### config.mk
export PLATFORM = sky130hd
export DESIGN_NAME = ras_recoverable_flat
export DESIGN_NICKNAME = d
export VERILOG_FILES = /design/src/rtl/core_types_pkg.sv /design/src/rtl/ras_recoverable_if.sv /design/src/rtl/mod_wrap_ctr.sv /design/src/rtl/ras_recoverable.sv /design/src/flat_wrapper.sv
export SDC_FILE = /design/constraint.sdc
export NUM_CORES = 1
export LEC_CHECK = 0
export BUFFER_PORTS_ARGS = -buffer_cell sky130_fd_sc_hd__buf_2
export CORE_UTILIZATION = 65
export CTS_BUF_LIST = sky130_fd_sc_hd__clkbuf_16
export DETAILED_ROUTE_END_ITERATION = 6
export PLACE_DENSITY = 0.85
export SLEW_MARGIN = 20
export SYNTH_ARGS = -nofsm -noshare
export SYNTH_HDL_FRONTEND = slang
export SYNTH_SLANG_ARGS = --single-unit
### constraint.sdc
create_clock -name CLK -period 20.7 [get_ports CLK]
set_input_delay 3.105 -clock CLK [delete_from_list [all_inputs] [get_ports CLK]]
set_output_delay 3.105 -clock CLK [all_outputs]
set_load 0.1 [all_outputs]
### src/rtl/core_types_pkg.sv
// -----------------------------------------------------------------------------
// core_types_pkg
// Shared fetch-predictor types and default sizing for the return address
// stack. Backend checkpoint storage reuses ras_checkpoint_t so the snapshot
// taken at prediction time has the same layout as the restore request.
// Optional feature macro: RAS_PERF_EN (overflow/underflow perf counters).
// -----------------------------------------------------------------------------
package core_types_pkg;

    localparam int RAS_ENTRIES      = 8;
    localparam int RAS_INDEX_WIDTH  = $clog2(RAS_ENTRIES);
    localparam int RAS_COUNT_WIDTH  = $clog2(RAS_ENTRIES + 1);
    localparam int RAS_TARGET_WIDTH = 31;
    localparam int RAS_PERF_WIDTH   = 16;

    typedef logic [RAS_INDEX_WIDTH-1:0]  ras_index_t;
    typedef logic [RAS_COUNT_WIDTH-1:0]  ras_count_t;
    typedef logic [RAS_TARGET_WIDTH-1:0] ras_target_t;

    typedef struct packed {
        ras_index_t index;
        ras_count_t count;
    } ras_checkpoint_t;

endpackage

### src/rtl/ras_recoverable_if.sv
// -----------------------------------------------------------------------------
// ras_recoverable_if
// Bundle of the RAS request/response signals.
//   master : fetch side, drives push/pop/restore requests, reads the top.
//   slave  : the RAS itself.
// Signals: push_valid, push_target, pop_valid, restore_valid, restore_index,
//          restore_count (requests); ras_valid, ras_target, ras_index,
//          ras_count (registered state). With RAS_PERF_EN also
//          overflow_count / underflow_count.
// -----------------------------------------------------------------------------
interface ras_recoverable_if
    import core_types_pkg::*;
#(
    parameter int RAS_INDEX_WIDTH  = core_types_pkg::RAS_INDEX_WIDTH,
    parameter int RAS_COUNT_WIDTH  = core_types_pkg::RAS_COUNT_WIDTH,
    parameter int RAS_TARGET_WIDTH = core_types_pkg::RAS_TARGET_WIDTH
);
    logic                        push_valid;
    logic [RAS_TARGET_WIDTH-1:0] push_target;
    logic                        pop_valid;
    logic                        restore_valid;
    logic [RAS_INDEX_WIDTH-1:0]  restore_index;
    logic [RAS_COUNT_WIDTH-1:0]  restore_count;
    logic                        ras_valid;
    logic [RAS_TARGET_WIDTH-1:0] ras_target;
    logic [RAS_INDEX_WIDTH-1:0]  ras_index;
    logic [RAS_COUNT_WIDTH-1:0]  ras_count;
`ifdef RAS_PERF_EN
    logic [RAS_PERF_WIDTH-1:0]   overflow_count;
    logic [RAS_PERF_WIDTH-1:0]   underflow_count;
`endif

    modport master (
        output push_valid, push_target, pop_valid,
        output restore_valid, restore_index, restore_count,
`ifdef RAS_PERF_EN
        input  overflow_count, underflow_count,
`endif
        input  ras_valid, ras_target, ras_index, ras_count
    );

    modport slave (
        input  push_valid, push_target, pop_valid,
        input  restore_valid, restore_index, restore_count,
`ifdef RAS_PERF_EN
        output overflow_count, underflow_count,
`endif
        output ras_valid, ras_target, ras_index, ras_count
    );

endinterface

### src/rtl/mod_wrap_ctr.sv
// -----------------------------------------------------------------------------
// mod_wrap_ctr
// Combinational modulo-N increment/decrement of a pointer. The wrap is an
// explicit compare against N-1 / 0, so N need not be a power of two.
//   val_i : current pointer
//   inc_o : val_i == N-1 ? 0 : val_i+1
//   dec_o : val_i == 0   ? N-1 : val_i-1
// -----------------------------------------------------------------------------
module mod_wrap_ctr #(
    parameter int N = 8,
    parameter int W = (N > 1) ? $clog2(N) : 1
) (
    input  logic [W-1:0] val_i,
    output logic [W-1:0] inc_o,
    output logic [W-1:0] dec_o
);
    localparam logic [W-1:0] LAST = W'(N - 1);
    localparam logic [W-1:0] ONE  = W'(1);

    assign inc_o = (val_i == LAST) ? '0   : val_i + ONE;
    assign dec_o = (val_i == '0)   ? LAST : val_i - ONE;

endmodule

### src/rtl/ras_recoverable.sv
// -----------------------------------------------------------------------------
// ras_recoverable
// Return address stack with checkpoint restore for the fetch predictor.
// Circular array of RAS_ENTRIES targets; top points at the newest entry.
// Priority per cycle: restore > replace (push&pop) > push > pop.
// Ports:
//   CLK    : clock, all state on rising edge
//   RST    : asynchronous active-high reset
//   ras_if : ras_recoverable_if.slave (requests in, registered state out)
// Optional feature macro: RAS_PERF_EN adds 16-bit saturating overflow and
// underflow event counters on the interface.
// -----------------------------------------------------------------------------
module ras_recoverable
    import core_types_pkg::*;
#(
    parameter int RAS_ENTRIES      = core_types_pkg::RAS_ENTRIES,
    parameter int RAS_INDEX_WIDTH  = $clog2(RAS_ENTRIES),
    parameter int RAS_COUNT_WIDTH  = $clog2(RAS_ENTRIES + 1),
    parameter int RAS_TARGET_WIDTH = core_types_pkg::RAS_TARGET_WIDTH
) (
    input  logic          CLK,
    input  logic          RST,
    ras_recoverable_if.slave ras_if
);
    localparam logic [RAS_COUNT_WIDTH-1:0] FULL  = RAS_COUNT_WIDTH'(RAS_ENTRIES);
    localparam logic [RAS_COUNT_WIDTH-1:0] C_ONE = RAS_COUNT_WIDTH'(1);

    logic [RAS_TARGET_WIDTH-1:0] array_q [RAS_ENTRIES];
    logic [RAS_INDEX_WIDTH-1:0]  top_q, top_d;
    logic [RAS_COUNT_WIDTH-1:0]  count_q, count_d;
    logic [RAS_INDEX_WIDTH-1:0]  top_inc, top_dec;

    logic                        wr_en;
    logic [RAS_INDEX_WIDTH-1:0]  wr_addr;
`ifdef RAS_PERF_EN
    logic                        ovf_evt, unf_evt;
    logic [RAS_PERF_WIDTH-1:0]   ovf_cnt_q, unf_cnt_q;
`endif

    mod_wrap_ctr #(
        .N (RAS_ENTRIES),
        .W (RAS_INDEX_WIDTH)
    ) u_top_ctr (
        .val_i (top_q),
        .inc_o (top_inc),
        .dec_o (top_dec)
    );

    always_comb begin
        top_d   = top_q;
        count_d = count_q;
        wr_en   = 1'b0;
        wr_addr = top_q;
`ifdef RAS_PERF_EN
        ovf_evt = 1'b0;
        unf_evt = 1'b0;
`endif
        if (ras_if.restore_valid) begin
            // Array is left alone: entries above the checkpointed top may be
            // stale but are exactly what the predictor saw at snapshot time.
            top_d   = ras_if.restore_index;
            count_d = (ras_if.restore_count > FULL) ? FULL : ras_if.restore_count;
        end else if (ras_if.push_valid && ras_if.pop_valid) begin
            wr_en = 1'b1;
            if (count_q == '0) begin
                count_d = C_ONE;
            end
        end else if (ras_if.push_valid) begin
            top_d   = top_inc;
            wr_en   = 1'b1;
            wr_addr = top_inc;
            if (count_q == FULL) begin
                // Oldest entry is overwritten; occupancy stays pinned at full.
`ifdef RAS_PERF_EN
                ovf_evt = 1'b1;
`endif
            end else begin
                count_d = count_q + C_ONE;
            end
        end else if (ras_if.pop_valid) begin
            // Pointer still moves on underflow so a later push refills the
            // slot the fetch side expects.
            top_d = top_dec;
            if (count_q == '0) begin
`ifdef RAS_PERF_EN
                unf_evt = 1'b1;
`endif
            end else begin
                count_d = count_q - C_ONE;
            end
        end
    end

    always_ff @(posedge CLK or posedge RST) begin
        if (RST) begin
            top_q   <= '0;
            count_q <= '0;
        end else begin
            top_q   <= top_d;
            count_q <= count_d;
        end
    end

    always_ff @(posedge CLK or posedge RST) begin
        if (RST) begin
            for (int i = 0; i < RAS_ENTRIES; i++) begin
                array_q[i] <= '0;
            end
        end else if (wr_en) begin
            array_q[wr_addr] <= ras_if.push_target;
        end
    end

`ifdef RAS_PERF_EN
    always_ff @(posedge CLK or posedge RST) begin
        if (RST) begin
            ovf_cnt_q <= '0;
            unf_cnt_q <= '0;
        end else begin
            if (ovf_evt && (ovf_cnt_q != '1)) begin
                ovf_cnt_q <= ovf_cnt_q + 1'b1;
            end
            if (unf_evt && (unf_cnt_q != '1)) begin
                unf_cnt_q <= unf_cnt_q + 1'b1;
            end
        end
    end

    assign ras_if.overflow_count  = ovf_cnt_q;
    assign ras_if.underflow_count = unf_cnt_q;
`endif

    assign ras_if.ras_valid  = (count_q != '0);
    assign ras_if.ras_target = array_q[top_q];
    assign ras_if.ras_index  = top_q;
    assign ras_if.ras_count  = count_q;

endmodule

### src/flat_wrapper.sv
// flat-port wrapper written by rule: the top's interface ports become plain ports
module ras_recoverable_flat import core_types_pkg::*;
#(
    parameter int RAS_ENTRIES      = core_types_pkg::RAS_ENTRIES,
    parameter int RAS_INDEX_WIDTH  = $clog2(RAS_ENTRIES),
    parameter int RAS_COUNT_WIDTH  = $clog2(RAS_ENTRIES + 1),
    parameter int RAS_TARGET_WIDTH = core_types_pkg::RAS_TARGET_WIDTH
)
  (CLK, RST, ras_if_push_valid, ras_if_push_target, ras_if_pop_valid, ras_if_restore_valid, ras_if_restore_index, ras_if_restore_count, ras_if_ras_valid, ras_if_ras_target, ras_if_ras_index, ras_if_ras_count);
  ras_recoverable_if #(.RAS_INDEX_WIDTH(RAS_INDEX_WIDTH), .RAS_COUNT_WIDTH(RAS_COUNT_WIDTH), .RAS_TARGET_WIDTH(RAS_TARGET_WIDTH)) ras_if_i ();
  input  logic CLK;
  input  logic RST;
  input wire logic [$bits(ras_if_i.push_valid)-1:0] ras_if_push_valid;
  input wire logic [$bits(ras_if_i.push_target)-1:0] ras_if_push_target;
  input wire logic [$bits(ras_if_i.pop_valid)-1:0] ras_if_pop_valid;
  input wire logic [$bits(ras_if_i.restore_valid)-1:0] ras_if_restore_valid;
  input wire logic [$bits(ras_if_i.restore_index)-1:0] ras_if_restore_index;
  input wire logic [$bits(ras_if_i.restore_count)-1:0] ras_if_restore_count;
  output wire logic [$bits(ras_if_i.ras_valid)-1:0] ras_if_ras_valid;
  output wire logic [$bits(ras_if_i.ras_target)-1:0] ras_if_ras_target;
  output wire logic [$bits(ras_if_i.ras_index)-1:0] ras_if_ras_index;
  output wire logic [$bits(ras_if_i.ras_count)-1:0] ras_if_ras_count;
  assign ras_if_i.push_valid = ras_if_push_valid;
  assign ras_if_i.push_target = ras_if_push_target;
  assign ras_if_i.pop_valid = ras_if_pop_valid;
  assign ras_if_i.restore_valid = ras_if_restore_valid;
  assign ras_if_i.restore_index = ras_if_restore_index;
  assign ras_if_i.restore_count = ras_if_restore_count;
  assign ras_if_ras_valid = ras_if_i.ras_valid;
  assign ras_if_ras_target = ras_if_i.ras_target;
  assign ras_if_ras_index = ras_if_i.ras_index;
  assign ras_if_ras_count = ras_if_i.ras_count;
  ras_recoverable #(.RAS_ENTRIES(RAS_ENTRIES), .RAS_INDEX_WIDTH(RAS_INDEX_WIDTH), .RAS_COUNT_WIDTH(RAS_COUNT_WIDTH), .RAS_TARGET_WIDTH(RAS_TARGET_WIDTH)) u_core (.CLK(CLK), .RST(RST), .ras_if(ras_if_i));
endmodule
==> impl_results.rst, run 1 <==
.. list-table::
   :header-rows: 1

   * - Metric
     - Value
   * - Status
     - finished, final reports clean
   * - Die outline width
     - 137 um
   * - Synth Register Bits
     - 255
   * - Top-level port count
     - 82
   * - Final Hold Viols
     - 0
   * - Highest Clock Rate
     - 158 MHz
   * - Clock buffers created by TritonCTS
     - 26
   * - Wire length per cell after detailed routing
     - ~22 um
   * - Via count of the first global-routing pass
     - 7190
   * - Site row count
     - 48
   * - Clock latency on the worst-skew pair
     - 0.52 ns
   * - Synthesized Nets
     - approximately 780
   * - Number of violations of the max-capacitance limit
     - 0
   * - Setup_tns
     - 0 ns
   * - Remaining routing DRC violations
     - 0
   * - Synthesized area divided by synthesized cell count
     - 16.3 um^2
   * - Overall overflow remaining after global route
     - 0
   * - Primary FF master, synth
     - dfrtp_1
   * - Post-synth top area cell
     - dfrtp_1
   * - Starting density of the core
     - 0.674
   * - Final Setup Violations
     - 0
   * - Clock-pin slew on the worst setup and hold paths
     - 0.06 ns
   * - Port Buffers
     - 81
   * - Dpl cell area
     - 0.0123 mm^2
   * - Number of cells on the worst hold path
     - 1
   * - CP arrival
     - 3.23 ns
   * - Area of the core
     - 0.0175 mm^2
   * - Post-Syn Area
     - 0.0118 mm^2
   * - Overall die height
     - 137 um
   * - Peak supply drop
     - around 120 uV
   * - Top area cells in the synthesized netlist
     - dfrtp_1, mux2_2, mux4_2, mux2_1, buf_2
   * - Root buffer cell
     - clkbuf_16
   * - Placer's final routability congestion estimate
     - about 0.77
   * - TritonRoute pass-1 iters
     - 4
   * - Global-route usage over all layers
     - 0.265
   * - Cell count after synthesis
     - 725
   * - Post-route minimum period
     - around 6.3 ns
   * - Kind of end point of the critical path
     - output pin
   * - Slack of the critical path
     - 14.36 ns
   * - Hold buffers post-CTS
     - 0
   * - Pre-CTS setup slack
     - 14.52 ns
   * - FF-to-FF Start
     - u_core.ras_if.ras_index[0]
   * - Antenna Diode Count
     - 0
   * - Transition time at the pin with the least slew margin
     - 1.12 ns
   * - Relative area change from synthesis to final layout
     - 11.6%
   * - Total leakage power
     - 5.81 nW
   * - Nets
     - 846
   * - Worst hold slack after final layout
     - a little under 0.5 ns
   * - Pin count of the biggest net entering global routing
     - 128
   * - Share of post-route cells with drive strength above 1
     - 0.568
   * - Length in cells of the worst reg-to-reg path
     - 7
   * - CTS max path bufs
     - 3
   * - Critical path required time
     - approximately 18 ns
   * - TritonCTS Sinks
     - around 260
   * - Post-synthesis cell type count
     - 40
   * - Quantity of gates resized following cts
     - 0
   * - Number of vias after detailed routing
     - 6643
   * - Power Dens Cells
     - 161 mW/mm^2
   * - Final Power
     - about 0.0021 W
   * - WS Path Type
     - flop to output pin
   * - Worst Hold Launch
     - u_core.array_q[120]
   * - Portion of the post-synthesis area used by sequential elements
     - 0.541
   * - Share of async-settable or async-resettable flops after synthesis
     - 1.00
   * - HPWL reported at the end of detailed placement
     - 14.1 mm
   * - Warning count from the yosys run
     - 0
   * - Capture instance of the worst register-to-register path
     - u_core.array_q[213]
   * - Hold endpoint
     - u_core.array_q[120]
   * - TritonCTS clock tree
     - built
   * - Floorplan die area
     - 0.0187 mm^2
   * - Depth of the CTS H-tree
     - 1
   * - Setup repair after global routing missed its margin
     - false
   * - Minimum setup slack among reg-to-reg paths
     - 16.16 ns
   * - Residual antenna-violating net count after detailed routing
     - 0
   * - Min-delay worst type
     - flop to flop
   * - Violation count after the first detailed-route iteration
     - between 300 and 400
   * - Via density per instance
     - 6.39
   * - Clock skew after layout
     - roughly 0.0080 ns
   * - Biggest fanout along the worst timing path
     - 46
   * - Synth top area share
     - 0.541
   * - Startpoint type of the worst setup path
     - flop
   * - Detailed Route WL
     - 23.1 mm
   * - Final max-slew violation count
     - 0
   * - Number of enable flip-flop cells after synthesis
     - 0
   * - Antenna violations before repair
     - 0
   * - Relative max-transition margin
     - 0.254
   * - Buffers inserted during post-CTS setup optimization
     - 0
   * - Share of the clock period used by the worst path after layout
     - 0.306
   * - Final non-filler cell area
     - 0.0132 mm^2
   * - Global-route wire length before repair
     - 37.7 mm
-- per-stage QoR --
step / utilization / instances
2_1_floorplan: - / 725
3_3_place_gp: 0.707 / 993
3_5_place_dp: 0.707 / 993
4_1_cts: 0.753 / 1039
5_1_grt: 0.753 / 1039
6_report: 0.753 / 1039
-- placed cells by master (no fill, tap or decap), types with 3 or more instances in the layout --
cell,count
nand2b_1,4
dfrtp_1,252
mux4_2,62
o22ai_1,3
clkinv_1,11
nor3_4,4
nand2_1,7
mux2i_1,5
buf_2,81
clkbuf_16,27
mux2_1,17
inv_1,9
nand3_2,4
buf_4,8
mux2_2,265
o21ai_0,3
ha_1,6
a21oi_1,5
-- cell usage after synthesis (4+ instances only) --
cell and instances:
mux2i_1 5, a21oi_1 5, dfrtp_1 255, ha_1 6, mux4_2 62, nor3_2 4, mux2_1 17, nand2_1 7
clkbuf_1 9, nand2b_1 4, buf_2 22, inv_1 7, buf_4 12, mux2_2 265, nand3_1 6
-- logic make-up after synthesis --
group / synth area share
and+or+nand+nor: 0.0186
AOI/OAI and AO/OA: 0.0133
xor gates and xnor gates: 0.00149
adders and majority gates: 0.00807
muxes: 0.394
buffers and inverters: 0.0230
DFF: 0.541
-- worst max-delay path by stage --
stage,startpoint,to,slack [ns]
after global routing,u_core.ras_if.ras_index[0],ras_if_ras_target[30],14.18
after detailed placement,ras_if_push_valid,u_core.array_q[213],14.52
after floorplan,RST,u_core.array_q[0],10.58
after global placement,ras_if_push_valid,u_core.array_q[213],14.69
final,u_core.ras_if.ras_index[0],ras_if_ras_target[16],14.36
after CTS,u_core.ras_if.ras_index[0],ras_if_ras_target[16],14.29
-- area by class of cell --
| class | instances | area (um^2) |
|---|---|---|
| Fill cell | 1033 | 4320 |
| Tap cell | 225 | 282 |
| Clock inverter | 19 | 130 |
| Clock buffer | 27 | 676 |
| Sequential cell | 255 | 6390 |
| Inverter | 7 | 33.8 |
| Multi-Input combinational cell | 417 | 5180 |
| Timing Repair Buffer | 89 | 465 |
-- critical path: stages, from the launching register on --
cell and delay [ns]:
dfrtp_4 0.72, buf_4 0.74, mux4_2 0.59, mux2_2 0.31, buf_2 0.30
-- flip-flops by register name, indices dropped and copies added, names as in the netlist --
| signal | count |
|---|---|
| u_core.ras_if.ras_count | 4 |
| u_core.ras_if.ras_index | 3 |
| u_core.array_q | 248 |
-- per-layer routing --
metal  track usage  up-vias  part of all wire
li1              -     2869                 -
met1         0.357     3603              0.43
met2         0.461      141              0.53
met5             0        -                 0
met4        0.0691        0             0.017
met3        0.0319       30             0.030
-- power breakdown --
part	switching [W]	internal (W)
clock	0.000185	0.000258
combinational	0.000468	0.000343
sequential	0.000132	0.000732
(Power assumes the default switching activity.)
==> run 2: changes to the inputs <==
--- a/config.mk
+++ b/config.mk
@@ -6,10 +6,10 @@
 export NUM_CORES = 1
 export LEC_CHECK = 0
 export BUFFER_PORTS_ARGS = -buffer_cell sky130_fd_sc_hd__buf_2
-export CORE_UTILIZATION = 65
+export CORE_UTILIZATION = 61
 export CTS_BUF_LIST = sky130_fd_sc_hd__clkbuf_16
 export DETAILED_ROUTE_END_ITERATION = 6
-export PLACE_DENSITY = 0.85
+export PLACE_DENSITY = 0.8
 export SLEW_MARGIN = 20
 export SYNTH_ARGS = -nofsm -noshare
 export SYNTH_HDL_FRONTEND = slang
==> constraint.sdc (replaced) <==
create_clock -name CLK -period 5.9 [get_ports CLK]
set_input_delay 0.885 -clock CLK [delete_from_list [all_inputs] [get_ports CLK]]
set_output_delay 0.885 -clock CLK [all_outputs]
set_load 0.1 [all_outputs]
==> run 2 against run 1 <==
Utilization fell by 4.9 points; critical path type unchanged; wire length rose by 1.8%; critical path depth did not move; via count fell by 0.74%; clock-buffer cell count did not move; largest cell class unchanged.
==> impl_results.rst, run 2 (synthesis gave the netlist of run 1 again) <==
.. list-table::
   :header-rows: 1

   * - Metric
     - Value
   * - TritonCTS clock tree
     - built
   * - Fraction of power consumed by the clock network
     - 0.213
   * - Die outline width
     - 141 um
   * - Startpoint type of the worst setup path
     - flop
   * - Residual antenna-violating net count after detailed routing
     - 0
   * - Internal
     - about 0.0047 W
   * - Relative area change from synthesis to final layout
     - 12.5%
   * - Placer's final routability congestion estimate
     - roughly 0.8
   * - Setup_tns
     - 0 ns
   * - Status
     - finished, final reports clean
   * - Min-delay worst type
     - input port to asynchronous set/reset pin
   * - Via count of the first global-routing pass
     - 7348
   * - Antenna violations before repair
     - 1
   * - Global-route wire length before repair
     - 39.1 mm
   * - Number of violations of the max-capacitance limit
     - 0
   * - TritonRoute pass-1 iters
     - 4
   * - Detailed Route WL
     - 23.6 mm
   * - Flip-flop count of the largest register, all copies and words added
     - 248
   * - Relative max-transition margin
     - 0.285
   * - Clock latency on the worst-skew pair
     - 0.54 ns
   * - Power Dens Cells
     - 563 mW/mm^2
   * - Longest individual stage delay on the worst path
     - just under 0.8 ns
   * - Floorplan die area
     - just under 0.02 mm^2
   * - Clock buffers created by TritonCTS
     - 27
   * - Number of fill cells in the layout
     - 1215
   * - Starting density of the core
     - 0.626
   * - Nets
     - 848
   * - Highest Clock Rate
     - 242 MHz
   * - Final max-slew violation count
     - 0
   * - Final Power
     - 0.00746 W
   * - Root buffer cell
     - clkbuf_16
   * - Violation count after the first detailed-route iteration
     - 239
   * - Finished Core Util
     - 0.704
   * - Most common library cell in the layout ignoring fill and taps
     - mux2_2
   * - Remaining routing DRC violations
     - 0
   * - Quantity of gates resized following cts
     - 0
   * - HPWL reported at the end of detailed placement
     - 14.1 mm
   * - Setup repair after global routing missed its margin
     - false
   * - Biggest fanout along the worst timing path
     - 39
   * - Buffers inserted during post-CTS setup optimization
     - 0
   * - Kind of end point of the critical path
     - output pin
   * - Pin count of the biggest net entering global routing
     - 132
   * - Most flops, register
     - u_core.array_q
   * - Peak supply drop
     - 400 uV
   * - Reg area
     - 0.00639 mm^2
   * - Port Buffers
     - about 80
   * - Combinational fraction of design power
     - 0.381
   * - Overall overflow remaining after global route
     - 0
   * - Final Setup Violations
     - 0
   * - Final Hold Viols
     - 0
   * - Transition time at the pin with the least slew margin
     - 1.07 ns
   * - Post-route minimum period
     - 4.14 ns
   * - Switching pwr
     - 0.00277 W
   * - Area occupied by multi-input gates
     - about 0.0052 mm^2
   * - CTS max path bufs
     - 3
   * - Top-level port count
     - 82
   * - Via density per instance
     - 6.11
   * - Part of the total power dissipated in sequential elements
     - 0.406
   * - Slowest CP cell
     - dfrtp_4
   * - Total leakage power
     - 5.83 nW
   * - Critical path required time
     - 5.02 ns
   * - TritonCTS Sinks
     - between 200 and 300
   * - CP arrival
     - 3.25 ns
   * - Site row count
     - 50
   * - Commonest cells after routing, fill and taps aside
     - mux2_2, dfrtp_1, buf_2
   * - Clock skew after layout
     - 0.0186 ns
   * - Number of vias after detailed routing
     - 6594
   * - Overall die height
     - between 100 and 150 um
   * - WS Path Type
     - flop to output pin
   * - Critical path, cell by cell
     - buf_4, mux4_2, mux2_2, buf_2
   * - Clock-pin slew on the worst setup and hold paths
     - about 0.060 ns
   * - Wire length per cell after detailed routing
     - 21.8 um
   * - Share of the clock period used by the worst path after layout
     - 0.701
   * - Share of post-route cells with drive strength above 1
     - 0.571
   * - Hold buffers post-CTS
     - 0
   * - Area of the core
     - 0.0188 mm^2
   * - Net switching fraction of the power
     - 0.372
   * - Depth of the CTS H-tree
     - 1
   * - Global-route usage over all layers
     - 0.253
-- run 2: power groups by stage --
stage	Clock, W	Sequential, W	Combinational (W)
after global routing	0.00168	0.00313	0.00299
after global placement	0	0.00295	0.00276
after detailed placement	0	0.00306	0.00285
final	0.00159	0.00303	0.00284
after CTS	0.00162	0.00303	0.00287
after floorplan	0	0.00291	0.00246
-- run 2: worst paths after layout --
kind,startpoint,to,slack (ns),depth (start not counted)
worst max register to register,u_core.ras_if.ras_index[2],u_core.array_q[214],2.14,5
worst min-delay path,RST,u_core.array_q[10],0.32,2
max in group asynchronous,RST,u_core.array_q[88],4.30,3
worst min register to register,u_core.array_q[122],u_core.array_q[122],0.49,1
min in group CLK,u_core.array_q[122],u_core.array_q[122],0.49,1
worst max-delay path,u_core.ras_if.ras_index[0],ras_if_ras_target[20],1.76,4
-- run 2: layout make-up --
cell class | instances | share of cell area
multi-input cells | 417 | 0.391
flip-flops and latches | 255 | 0.482
inverters | 7 | 0.00227
well taps | 260 | 0.0245
clock buffers | 27 | 0.0510
diodes | 1 | 0.000189
repair buffers | 90 | 0.0376
clock inverters | 22 | 0.0116
-- run 2: stage by stage --
step,hold WS [ns],area [um^2],setup WS (ns),cells
global placement,0.462,12400,2.08,1028
detailed placement,0.477,12400,1.95,1028
CTS,0.491,13200,1.68,1077
finish,0.324,13300,1.76,1079
global route,0.342,13300,1.54,1079
floorplan,0.453,11800,1.66,725
-- run 2: worst max-delay path, delay by kind of cell (launching register included) --
family	cells	cell delay, ns
muxes	2	0.90
buffers and inverters	2	0.96
DFF	1	0.78
-- run 2: routing by layer --
metal / routed length, um / up-vias / track usage / part of all wire
li1: - / 2876 / - / -
met1: 9840 / 3550 / 0.332 / 0.42
met2: 12400 / 129 / 0.450 / 0.53
met3: 753 / 39 / 0.0316 / 0.032
met4: 525 / 0 / 0.0664 / 0.022
met5: 0 / - / 0 / 0
==> run 3: changes to the inputs <==
--- a/config.mk
+++ b/config.mk
@@ -6,10 +6,10 @@
 export NUM_CORES = 1
 export LEC_CHECK = 0
 export BUFFER_PORTS_ARGS = -buffer_cell sky130_fd_sc_hd__buf_2
-export CORE_UTILIZATION = 61
+export CORE_UTILIZATION = 55
 export CTS_BUF_LIST = sky130_fd_sc_hd__clkbuf_16
 export DETAILED_ROUTE_END_ITERATION = 6
-export PLACE_DENSITY = 0.8
+export PLACE_DENSITY = 0.77
 export SLEW_MARGIN = 20
 export SYNTH_ARGS = -nofsm -noshare
 export SYNTH_HDL_FRONTEND = slang
==> constraint.sdc (replaced) <==
create_clock -name CLK -period 3.45 [get_ports CLK]
set_input_delay 0.5175 -clock CLK [delete_from_list [all_inputs] [get_ports CLK]]
set_output_delay 0.5175 -clock CLK [all_outputs]
set_load 0.1 [all_outputs]
==> run 3 against run 2 <==
Non-clock buffer count is 16 higher; sequential cell count unchanged; via count rose by 0.38%; largest cell class unchanged; largest power group unchanged.
==> impl_results.rst, run 3 (synthesis gave the netlist of run 1 again) <==
.. list-table::
   :header-rows: 1

   * - Metric
     - Value
   * - Relative max-transition margin
     - 0.471
   * - Overall overflow remaining after global route
     - 0
   * - Number of instances in the placed design
     - 1060
   * - Port Buffers
     - 81
   * - FF-to-FF Start
     - u_core.ras_if.ras_index[0]
   * - Top-level port count
     - 82
   * - Peak supply drop
     - 612 uV
   * - Length in cells of the worst reg-to-reg path
     - 7
   * - Via density per instance
     - 5.96
   * - Total leakage power
     - 5.97 nW
   * - TritonRoute pass-1 iters
     - 4
   * - Depth of the CTS H-tree
     - 1
   * - Global-route usage over all layers
     - 0.234
   * - Pre-CTS setup slack
     - 0.408 ns
   * - Area occupied by multi-input gates
     - 0.00518 mm^2
   * - Kind of cell with the highest combined delay on the critical path
     - multiplexers
   * - Nets
     - 863
   * - Number of violations of the max-capacitance limit
     - 0
   * - Area of the core
     - 0.0210 mm^2
   * - Global-route wire length before repair
     - roughly 40 mm
   * - Via count of the first global-routing pass
     - about 7500
   * - Residual antenna-violating net count after detailed routing
     - 0
   * - Slowest CP cell
     - mux4_2
   * - Detailed Route WL
     - 24.4 mm
   * - Minimum setup slack among reg-to-reg paths
     - 0.58 ns
   * - Clock buffers created by TritonCTS
     - 26
   * - Final max-slew violation count
     - 0
   * - Clock-pin slew on the worst setup and hold paths
     - 0.07 ns
   * - Most common library cell in the layout ignoring fill and taps
     - mux2_2
   * - Clock skew after layout
     - ~0.0092 ns
   * - Post-route minimum period
     - ~3.3 ns
   * - HPWL reported at the end of detailed placement
     - 15.4 mm
   * - Flip-flop count of the largest register, all copies and words added
     - 248
   * - Number of fill cells in the layout
     - around 1400
   * - TritonCTS Sinks
     - 255
   * - Hold buffers post-CTS
     - 0
   * - Violation count after the first detailed-route iteration
     - around 470
   * - Final Hold Viols
     - 0
   * - Most flops, register
     - u_core.array_q
   * - Overall die height
     - 148 um
   * - Placer's final routability congestion estimate
     - 0.797
   * - Wire length per cell after detailed routing
     - 21.9 um
   * - Worst Path Buf+Inv
     - 2
   * - Slack of the critical path
     - 0.197 ns
   * - Final Instance Count excl. Fillers
     - 1110
   * - Biggest fanout along the worst timing path
     - 35
   * - Setup repair after global routing missed its margin
     - false
   * - Starting density of the core
     - 0.561
   * - Highest Clock Rate
     - just over 300 MHz
   * - WS Path Type
     - flop to output pin
   * - Longest individual stage delay on the worst path
     - 0.64 ns
   * - Pin count of the biggest net entering global routing
     - about 110
   * - Root buffer cell
     - clkbuf_16
   * - Relative area change from synthesis to final layout
     - 14.6%
   * - TritonCTS clock tree
     - built
   * - Status
     - finished, final reports clean
   * - Critical path required time
     - around 2.9 ns
   * - Transition time at the pin with the least slew margin
     - ~0.79 ns
   * - Kind of end point of the critical path
     - output pin
   * - Floorplan die area
     - 0.0220 mm^2
   * - Die outline width
     - 148 um
   * - CP arrival
     - 2.74 ns
   * - Site row count
     - 53
   * - Reg area
     - 0.00639 mm^2
   * - Antenna violations before repair
     - 2
   * - Finished Core Util
     - 0.642
   * - Final Setup Violations
     - 0
   * - Min-delay worst type
     - input port to asynchronous set/reset pin
   * - Final Power
     - about 0.013 W
   * - Commonest cells after routing, fill and taps aside
     - mux2_2, dfrtp_1, buf_2
   * - Startpoint type of the worst setup path
     - flop
   * - Number of vias after detailed routing
     - 6619
   * - Capture instance of the worst register-to-register path
     - u_core.array_q[31]
   * - Remaining routing DRC violations
     - 0
   * - Share of the clock period used by the worst path after layout
     - 0.943
   * - CTS max path bufs
     - 3
   * - Share of post-route cells with drive strength above 1
     - 0.582
   * - Critical path, cell by cell
     - buf_4, mux4_2, mux2_2, buf_2
   * - Clock latency on the worst-skew pair
     - roughly 0.53 ns
   * - Power Dens Cells
     - slightly below 1000 mW/mm^2
## run 3: layer usage
metal,part of all wire,vias to the layer above,global-route usage
met5,0,-,0
met4,0.016,0,0.0603
met3,0.039,34,0.0380
met2,0.53,147,0.411
met1,0.42,3529,0.304
li1,-,2909,-
## run 3: timing repair
action	CTS	global route
gates resized for setup	0	1
endpoints found under the setup margin	0	2
buffers inserted	0	0
## run 3: worst max-delay path by stage
stage,startpoint,to,slack (ns),depth (start not counted)
2_1_floorplan,RST,u_core.array_q[0],-0.43,1
3_3_place_gp,u_core.ras_if.ras_index[1],u_core.array_q[59],0.49,5
3_5_place_dp,ras_if_push_valid,u_core.array_q[230],0.41,6
4_1_cts,u_core.ras_if.ras_index[1],ras_if_ras_target[5],0.04,4
5_1_grt,u_core.ras_if.ras_index[0],ras_if_ras_target[5],0.09,4
6_report,u_core.ras_if.ras_index[0],ras_if_ras_target[22],0.20,4
## run 3: where the power goes
part           internal [W]  switching [W]
Sequential          0.00439       0.000733
Clock               0.00186        0.00115
Combinational       0.00207        0.00288
## run 3: stage by stage
stage | instance area [um^2] | setup TNS (ns) | hold slack (ns)
after floorplan | 11800 | -113.94 | 0.453
after global placement | 12600 | 0 | 0.463
after detailed placement | 12600 | 0 | 0.474
after CTS | 13500 | 0 | 0.0120
after global routing | 13500 | 0 | 0.0360
final | 13500 | 0 | 0.0127
## run 3: cell type report
type | instances | area share
tap | 275 | 0.0255
clock buffer | 27 | 0.0500
clock inverter | 21 | 0.0182
sequential | 255 | 0.473
inverter | 7 | 0.00222
timing repair buffer | 106 | 0.0470
antenna | 2 | 0.000371
multi-input combinational | 417 | 0.383
